File: src/rtl/mult_pkg.sv
// rtl/mult_pkg.sv - shared types and 7-segment constants for the product display path
//
// Purpose: state encoding for the BCD conversion FSM and active-low 7-segment
//          patterns, bit order {g,f,e,d,c,b,a} (segment lit when its bit is 0).
package mult_pkg;

  typedef enum logic {
    IDLE  = 1'b0,
    SHIFT = 1'b1
  } state_t;

  localparam logic [6:0] SEG_BLANK = 7'h7F;
  localparam logic [6:0] SEG_DASH  = 7'h3F;

  localparam logic [6:0] SEG_LUT [0:9] = '{
    7'h40, 7'h79, 7'h24, 7'h30, 7'h19,
    7'h12, 7'h02, 7'h78, 7'h00, 7'h10
  };

endpackage

File: src/rtl/bcd_to_seg.sv
// rtl/bcd_to_seg.sv - combinational BCD digit to active-low 7-segment decoder
//
// Purpose: map one BCD digit to its display pattern; codes 10-15 go blank.
// Ports:
//   digit  in   4  BCD digit
//   seg    out  7  active-low segments {g,f,e,d,c,b,a}
module bcd_to_seg
  import mult_pkg::*;
(
  input  logic [3:0] digit,
  output logic [6:0] seg
);

  always_comb begin
    seg = SEG_BLANK;
    if (digit <= 4'd9) begin
      seg = SEG_LUT[digit];
    end
  end

endmodule

File: src/rtl/mult_result_bcd.sv
// rtl/mult_result_bcd.sv - multiplier product capture, double-dabble BCD conversion, 7-seg drive
//
// Purpose: accept a binary product, convert it to BCD over IN_W shift cycles and
//          register the BCD value and 7-segment patterns when conversion completes.
//          Requires 10**DIGITS > 2**IN_W.
// Optional feature: OVF_DISPLAY_EN - when defined, a product captured with overflow=1
//          shows dashes on every digit (bcd still carries the converted value).
// Ports:
//   clk        in   1         system clock, rising edge
//   rst        in   1         asynchronous active-low reset
//   in_valid   in   1         product available on result/overflow
//   in_ready   out  1         converter idle, can accept a product
//   result     in   IN_W      binary product
//   overflow   in   1         multiplier overflow flag, sampled with result
//   bcd        out  4*DIGITS  packed BCD, digit 0 = units in [3:0]
//   seg        out  7*DIGITS  active-low segments per digit, digit 0 in [6:0]
//   out_valid  out  1         one-cycle pulse when bcd/seg update
module mult_result_bcd
  import mult_pkg::*;
#(
  parameter int IN_W   = 8,
  parameter int DIGITS = 3
) (
  input  logic                  clk,
  input  logic                  rst,
  input  logic                  in_valid,
  output logic                  in_ready,
  input  logic [IN_W-1:0]       result,
  input  logic                  overflow,
  output logic [4*DIGITS-1:0]   bcd,
  output logic [7*DIGITS-1:0]   seg,
  output logic                  out_valid
);

  localparam int BCD_W = 4 * DIGITS;
  localparam int CNT_W = $clog2(IN_W + 1);

  state_t             state;
  logic [IN_W-1:0]    shreg;
  logic [IN_W-1:0]    sh_next;
  logic [BCD_W-1:0]   scratch;
  logic [BCD_W-1:0]   adj;
  logic [BCD_W-1:0]   scr_next;
  logic [CNT_W-1:0]   cnt;
  logic [7*DIGITS-1:0] seg_next;
  logic [7*DIGITS-1:0] seg_final;

  assign in_ready = (state == IDLE);

  // Add-3 is applied per digit with no carry between digits; a digit >=5 becomes
  // >=8 so the following shift carries correctly into the next decimal digit.
  always_comb begin
    adj = scratch;
    for (int d = 0; d < DIGITS; d++) begin
      if (scratch[4*d +: 4] >= 4'd5) begin
        adj[4*d +: 4] = scratch[4*d +: 4] + 4'd3;
      end
    end
  end

  assign scr_next = {adj[BCD_W-2:0], shreg[IN_W-1]};
  assign sh_next  = {shreg[IN_W-2:0], 1'b0};

  // Decode the value the final shift produces so seg is registered together with bcd.
  for (genvar g = 0; g < DIGITS; g++) begin : g_dec
    bcd_to_seg u_dec (
      .digit (scr_next[4*g +: 4]),
      .seg   (seg_next[7*g +: 7])
    );
  end

`ifdef OVF_DISPLAY_EN
  logic ovf_q;

  always_ff @(posedge clk or negedge rst) begin
    if (!rst) begin
      ovf_q <= 1'b0;
    end else if (state == IDLE && in_valid) begin
      ovf_q <= overflow;
    end
  end

  assign seg_final = ovf_q ? {DIGITS{SEG_DASH}} : seg_next;
`else
  logic unused_overflow;

  assign unused_overflow = overflow;
  assign seg_final       = seg_next;
`endif

  always_ff @(posedge clk or negedge rst) begin
    if (!rst) begin
      state     <= IDLE;
      shreg     <= '0;
      scratch   <= '0;
      cnt       <= '0;
      bcd       <= '0;
      seg       <= '1;
      out_valid <= 1'b0;
    end else begin
      out_valid <= 1'b0;
      case (state)
        IDLE: begin
          if (in_valid) begin
            shreg   <= result;
            scratch <= '0;
            cnt     <= CNT_W'(IN_W);
            state   <= SHIFT;
          end
        end
        SHIFT: begin
          scratch <= scr_next;
          shreg   <= sh_next;
          cnt     <= cnt - 1'b1;
          if (cnt == CNT_W'(1)) begin
            bcd       <= scr_next;
            seg       <= seg_final;
            out_valid <= 1'b1;
            state     <= IDLE;
          end
        end
        default: state <= IDLE;
      endcase
    end
  end

endmodule
File: config.mk
export PLATFORM = sky130hd
export DESIGN_NAME = mult_result_bcd
export DESIGN_NICKNAME = d
export VERILOG_FILES = /design/src/rtl/mult_pkg.sv /design/src/rtl/bcd_to_seg.sv /design/src/rtl/mult_result_bcd.sv
export SDC_FILE = /design/constraint.sdc
export NUM_CORES = 1
export LEC_CHECK = 0
export CAP_MARGIN = 20
export CORE_ASPECT_RATIO = 1.2
export CORE_MARGIN = 1
export CORE_UTILIZATION = 45
export DETAILED_ROUTE_END_ITERATION = 6
export PLACE_DENSITY = 0.68
export REMOVE_ABC_BUFFERS = 1
export SYNTH_ARGS = -nofsm -noshare
export SYNTH_HDL_FRONTEND = slang
export SYNTH_SLANG_ARGS = --single-unit
export TNS_END_PERCENT = 20
File: constraint.sdc
create_clock -name clk -period 2.7 [get_ports clk]
set_input_delay 0.54 -clock clk [delete_from_list [all_inputs] [get_ports clk]]
set_output_delay 0.54 -clock clk [all_outputs]
set_load 0.02 [all_outputs]
==> summary.txt, run 1 <==
status - finished, final reports clean
PD cells - 1510 nW/um^2
H-tree Lvls - 3
post-route setup slack - 256 ps
die extent in y - 95.6 um
worst reg2reg path depth - 7
CP max stage delay - 510 ps
total number of vias - 2838
Setup violations, final - 0
CTS tree - yes
largest net degree at the start of global routing - 37
fillers - 628
register area share after synthesis - 45.7%
R2R Path Start - scratch[0]
Synth cell types - 55
RSZ-0062 raised after global routing - false
final RePlAce weighted congestion - 0.853
HPWL Detailed - 5.10 mm
IR drop worst, VDD - 0.562 mV
Top delay family on crit path - simple AND/OR/NAND/NOR gates
Synth top area share - 28.9%
number of port buffers - 45
clock root buffer - clkbuf_8
die area - 7650 um^2
max-slew violation count - 0
first-pass GRT wire length - 12.5 mm
Pre-antenna DRT Iters - 4
Clock Skew - 10.6 ps
worst r2r dst - seg[10]
Skew-Pair Late Insertion Delay - 350 ps
Post-CTS Setup Bufs - 0
core area - 6940 um^2
WP data required - 2960 ps
Post-synth EDFFs - 0
Worst Path Arrival - 2710 ps
number of global-route vias before repair - 2602
synth top area cells - dfrtp_1 29%, dfstp_2 17%, nand2_1 7.4%, o21ai_0 4.6%, a21oi_1 3.0%
I/O pin count - 47
count of final hold-check violations - 0
CTS Buf Count - 9
# rows - 33
crit path max fanout - 9
WS Path Type - reg -> reg
reg-to-reg slack, setup - 260 ps
Syn Area/Cell - 8.91 um^2
DRT Wirelength - 7.39 mm
Max Cap Violations - 0
Layout area overhead - 23.4%
critical path endpoint category - flop
total track usage - 21.5%
Worst Setup Slack post-DPL - 277 ps
cell area after placement - 3820 um^2
CTS-repair resized insts - 0
Post-Synthesis Cells - 369
Hold WS - 210 ps
post-route ant nets - 0
crit start category - flop
ys flop type - dfrtp_1
register bit count reported by yosys - 59
Worst-Margin Slew - 777 ps
Slowest cell on crit path - dfrtp_1
antenna violations before repair - 0
TritonCTS Sinks - 59
Crit path buffers/inverters - 1
final layout net count - 431
Mapped Area - 3290 um^2
CTS Buffer Depth - 2
Leakage - 1.72 nW
Fmax - 409 MHz
post-route cell area - 4060 um^2
Initial Utilization - 47.4%
ys async rst share - 100%
grt total ovfl - 0
via density per instance - 5.64
leading area contributor after synthesis - dfrtp_1
crit path time final - 2440 ps
period utilization - 90.5%
DRC Markers - 0
share of cells above drive strength 1 - 13.7%
Post-CTS Hold Fix Bufs - 0
max_slew headroom - 48.0%
CP startpoint - scratch[0]
die width - 80.0 um
Inserted Diodes - 0
WL per Instance - 14.7 um
yosys warns - 0
clk slew on worst S/H paths - 70 ps
Detailed Route Iter0 Violations - 204
worst hold path type - in -> async
Critical Path, Cell by Cell - inv_1 -> ha_1 -> and2b_1 -> or3_1 -> a211o_1 -> and2_4 -> o221ai_2
power breakdown:
group	leakage [nW]	switching, W	internal, W	total [W]
clock network	0.119	0.000378	0.000611	0.000989
registers	0.698	0.000363	0.00138	0.00175
logic	0.900	0.00194	0.00144	0.00338
total	1.72	0.00268	0.00344	0.00612
per-layer routing:
| metal | GRT usage, % | vias to the layer above | wire, um |
|---|---|---|---|
| met5 | 0 | - | 0 |
| met3 | 4.98 | 10 | 212 |
| met1 | 26.9 | 1381 | 3330 |
| met4 | 8.48 | 0 | 127 |
| li1 | - | 1402 | - |
| met2 | 35.8 | 45 | 3720 |
kinds of logic (layout without fill, tap and decap cells):
kind of cell    after synthesis  after routing  share of synthesized area, %
xor+xnor                      3              3                         0.800
simple gates                127            127                          17.5
flops                        59             59                          45.7
compound gates              125            125                          25.0
fa+ha+maj                     8              8                          3.05
mux                          10             10                          3.08
buf+inv                      37             84                          4.76
worst max-delay path by stage:
stage	to	slack, ps	cells after the start
floorplan	seg[20]	-230	4
global placement	seg[10]	340	7
detailed placement	seg[10]	280	7
CTS	seg[10]	250	7
global route	seg[6]	30	7
finish	seg[10]	260	7
per-stage QoR:
step	setup TNS, ps	util, %	std cells	power [W]
final	0	58.5	503	0.00612
after CTS	0	58.5	503	0.00616
after global placement	0	55.0	487	0.00506
after floorplan	-583	-	346	0.00404
after global routing	0	58.5	503	0.00665
after detailed placement	0	55.0	487	0.00515
final cells by class:
class,instances,area (um^2),share of cell area [%]
Clock inverter,7,116,2.87
Sequential cell,59,1500,37.0
Inverter,14,52.6,1.30
Clock buffer,9,124,3.05
Multi-Input combinational cell,273,1630,40.1
Tap cell,87,109,2.68
Timing Repair Buffer,54,526,13.0
cells in the final DEF (no fill, tap or decap), drive strengths merged, types with 2 or more instances in the layout:
master	instances
nand2	65
clkdlybuf4s50	44
dfrtp	38
o21ai	36
nor2	24
dfstp	21
a21oi	20
inv	14
o31ai	13
buf	10
o22ai	9
a31oi	9
mux2i	9
clkbuf	9
o211ai	8
ha	8
nand2b	7
nand3	6
nor3	6
a211oi	6
o21a	5
and2	5
or3	3
a21o	3
a211o	3
xnor2	3
bufinv	3
clkinv	3
and2b	2
or2	2
nor3b	2
a22oi	2
flip-flops by register name, summed over array words and instances (netlist names):
signal / flops
state: 1
bcd: 12
out_valid: 1
shreg: 8
scratch: 12
cnt: 4
seg: 21
worst reg2reg max path, cell delays in order (launching register included):
cell	delay, ps
dfrtp_1	510
inv_1	200
ha_1	300
and2b_1	250
or3_1	470
a211o_1	340
and2_4	150
o221ai_2	150
cell usage after synthesis (all sizes together), types with 3 or more instances:
library cell,instances
a211o,3
a211oi,6
a21o,3
a21oi,20
a31oi,9
and2,5
buf,12
clkbuf,11
dfrtp,38
dfstp,21
ha,8
inv,14
mux2i,9
nand2,65
nand2b,7
nand3,6
nor2,24
nor3,6
o211ai,8
o21a,5
o21ai,36
o22ai,9
o31ai,13
or3,3
xnor2,3
Power figures use the tool's default switching activity.
==> run 2, diff against run 1 <==
Settings changed: SKIP_CTS_REPAIR_TIMING set to 1.
==> results of run 2 <==
Final layout, timing and power as in run 1 (identical DEF).
==> run 3, diff against run 2 <==
Settings changed: ABC_AREA set to 1, PLACE_DENSITY 0.68 to 0.69, SLEW_MARGIN set to 20, TNS_END_PERCENT 20 to 100.
==> run 3 against run 2 <==
  * Utilization grew 0.97 points
  * Register-to-register slack improved by 620 ps
  * Synthesized cell count shrank 4.1%
  * Combinational power shrank 5%
  * Global-route usage is 1.3 points lower
  * Sequential power shrank 3%
  * Clock skew is 2.8 ps lower
==> summary.txt, run 3 <==
Synth top area share - 32.3% (+3.4 points)
antenna violations before repair - 0 (unchanged)
Fmax - 418 MHz (+2.1%)
Worst Path Arrival - 1850 ps (-860 ps)
core area - 6170 um^2 (-11%)
clk slew on worst S/H paths - 60 ps (about the same)
number of port buffers - 45 (unchanged)
worst hold path type - in -> async
WS Path Type - reg -> out
CTS Buffer Depth - 2 (unchanged)
TNS Setup - 0 ps (unchanged)
Synth cell types - 29 (-47%)
Syn Area/Cell - 8.32 um^2 (-6.6%)
final layout net count - 426 (-1.2%)
total number of vias - 2527 (-11%)
Post-Synthesis Cells - 354 (-4.1%)
Setup violations, final - 0 (unchanged)
Initial Utilization - 47.7% (+0.35 points)
Pre-antenna DRT Iters - 4 (unchanged)
crit path time final - 2390 ps (-50.1 ps)
Detailed Route Iter0 Violations - 137 (-33%)
critical path endpoint category - output pin
register bit count reported by yosys - 59 (unchanged)
share of cells above drive strength 1 - 15.3% (+1.6 points)
post-route cell area - 3670 um^2 (-9.6%)
Skew-Pair Late Insertion Delay - 330 ps (-20 ps)
die width - 75.8 um (-5.2%)
crit start category - flop
count of final hold-check violations - 0 (unchanged)
Worst-Margin Slew - 734 ps (-42.7 ps)
fillers - 552 (-12%)
H-tree Lvls - 3 (unchanged)
total track usage - 20.2% (-1.3 points)
IR drop worst, VDD - 0.747 mV (+33%)
WL per Instance - 12.1 um (-17%)
RSZ-0062 raised after global routing - false
count leader, synth - nand2_1
Post-synth EDFFs - 0 (unchanged)
Mapped Area - 2940 um^2 (-10%)
# rows - 31 (-6.1%)
commonest non-fill, non-tap cell in the layout - nand2_1
max_slew headroom - 51.1% (+3.0 points)
I/O pin count - 47 (unchanged)
Inserted Diodes - 0 (unchanged)
grt total ovfl - 0 (unchanged)
max-slew violation count - 0 (unchanged)
Top reg by flops - seg
ys flop type - dfrtp_1
die area - 6870 um^2 (-10%)
largest net degree at the start of global routing - 60 (+62%)
status - finished, final reports clean
yosys warns - 0 (unchanged)
first-pass GRT wire length - 10.5 mm (-15%)
synth top area cells - dfrtp_1 32%, dfstp_2 19%, nand2_1 12%, nor2_1 4.6%, nand3_1 4.4%
crit path max fanout - 17 (+8)
TritonCTS Sinks - 59 (unchanged)
ys async rst share - 100% (unchanged)
Layout area overhead - 24.6%
cell area after placement - 3480 um^2 (-8.7%)
via density per instance - 5.13 (-9.2%)
DRT Wirelength - 5.99 mm (-19%)
CTS tree - yes
Max Cap Violations - 0 (unchanged)
Largest register FFs - 21 (unchanged)
final RePlAce weighted congestion - 0.866 (+1.6%)
HPWL Detailed - 4.06 mm (-20%)
DRC Markers - 0 (unchanged)
commonest non-fill, non-tap cells in the layout - 97 x nand2_1, 44 x clkdlybuf4s50_1, 38 x dfrtp_1
most instantiated cells after synthesis - 97 x nand2_1, 38 x dfrtp_1, 36 x nor2_1
number of global-route vias before repair - 2472 (-5.0%)
Leakage - 1.72 nW (+0.33%)
register area share after synthesis - 51.0% (+5.3 points)
clock root buffer - clkbuf_8
Clock Skew - 7.79 ps (-2.84 ps)
die extent in y - 90.6 um (-5.2%)
period utilization - 88.7% (-1.9 points)
leading area contributor after synthesis - dfrtp_1
PD cells - 1540 nW/um^2 (+2.3%)
Top Registers - seg: 21 flops, bcd: 12 flops, scratch: 12 flops
CTS Buf Count - 9 (unchanged)
post-route ant nets - 0 (unchanged)
WP data required - 2160 ps (-800 ps)
worst reg2reg path depth - 12 (+5)
==> run 3: cell type report <==
type                            instances  area, um^2  area share [%]
Clock buffer                           14         173            4.71
Clock inverter                          2        10.0           0.273
Inverter                               32         120            3.28
Multi-Input combinational cell        256        1290            35.2
Sequential cell                        59        1500            41.0
Tap cell                               82         103            2.80
Timing Repair Buffer                   48         468            12.8
==> run 3: worst paths after layout <==
check                                 from        to  slack [ps]
worst min register to register      seg[9]    seg[9]         470
worst max register to register  scratch[4]    seg[7]         880
max in group asynchronous              rst    bcd[9]        1860
worst min-delay path                   rst   bcd[11]         340
min in group clk                    seg[9]    seg[9]         470
worst max-delay path                 state  in_ready         310
==> run 3: cell families after synthesis <==
kind of cell / after synthesis / share of synthesized area, %
adders and majority gates: 8 / 3.40
and+or+nand+nor: 186 / 28.3
buffers and inverters: 39 / 5.10
DFF: 59 / 51.0
AOI/OAI and AO/OA: 62 / 12.1
==> run 3: where the power goes <==
group	switching (W)	internal (W)	leakage [nW]	total, W
sequential	0.000279	0.00142	0.694	0.00170
combinational	0.00200	0.00122	0.933	0.00322
clock	0.000331	0.000406	0.0965	0.000737
total	0.00261	0.00305	1.72	0.00565
==> run 3: per-layer routing <==
| metal | vias up | global-route usage, % | share of wire (%) |
|---|---|---|---|
| li1 | 1286 | - | - |
| met1 | 1170 | 23.8 | 44 |
| met2 | 62 | 33.3 | 50 |
| met3 | 9 | 4.69 | 4.3 |
| met4 | 0 | 10.3 | 2.0 |
| met5 | - | 0 | 0 |
==> run 3: critical path, stage by stage, from the launching register on <==
cell and delay, ps:
dfrtp_1 520, inv_2 330, clkdlybuf4s50_1 670
==> run 3: stage by stage <==
step                cells  setup WS [ps]  utilization [%]  power [W]  hold WS, ps
floorplan             347            942                -    0.00395          244
global placement      477            651             56.5    0.00485          456
detailed placement    477            645             56.5    0.00495          457
CTS                   493            281             59.5    0.00571          376
global route          493            209             59.5    0.00620          416
finish                493            306             59.5    0.00565          344
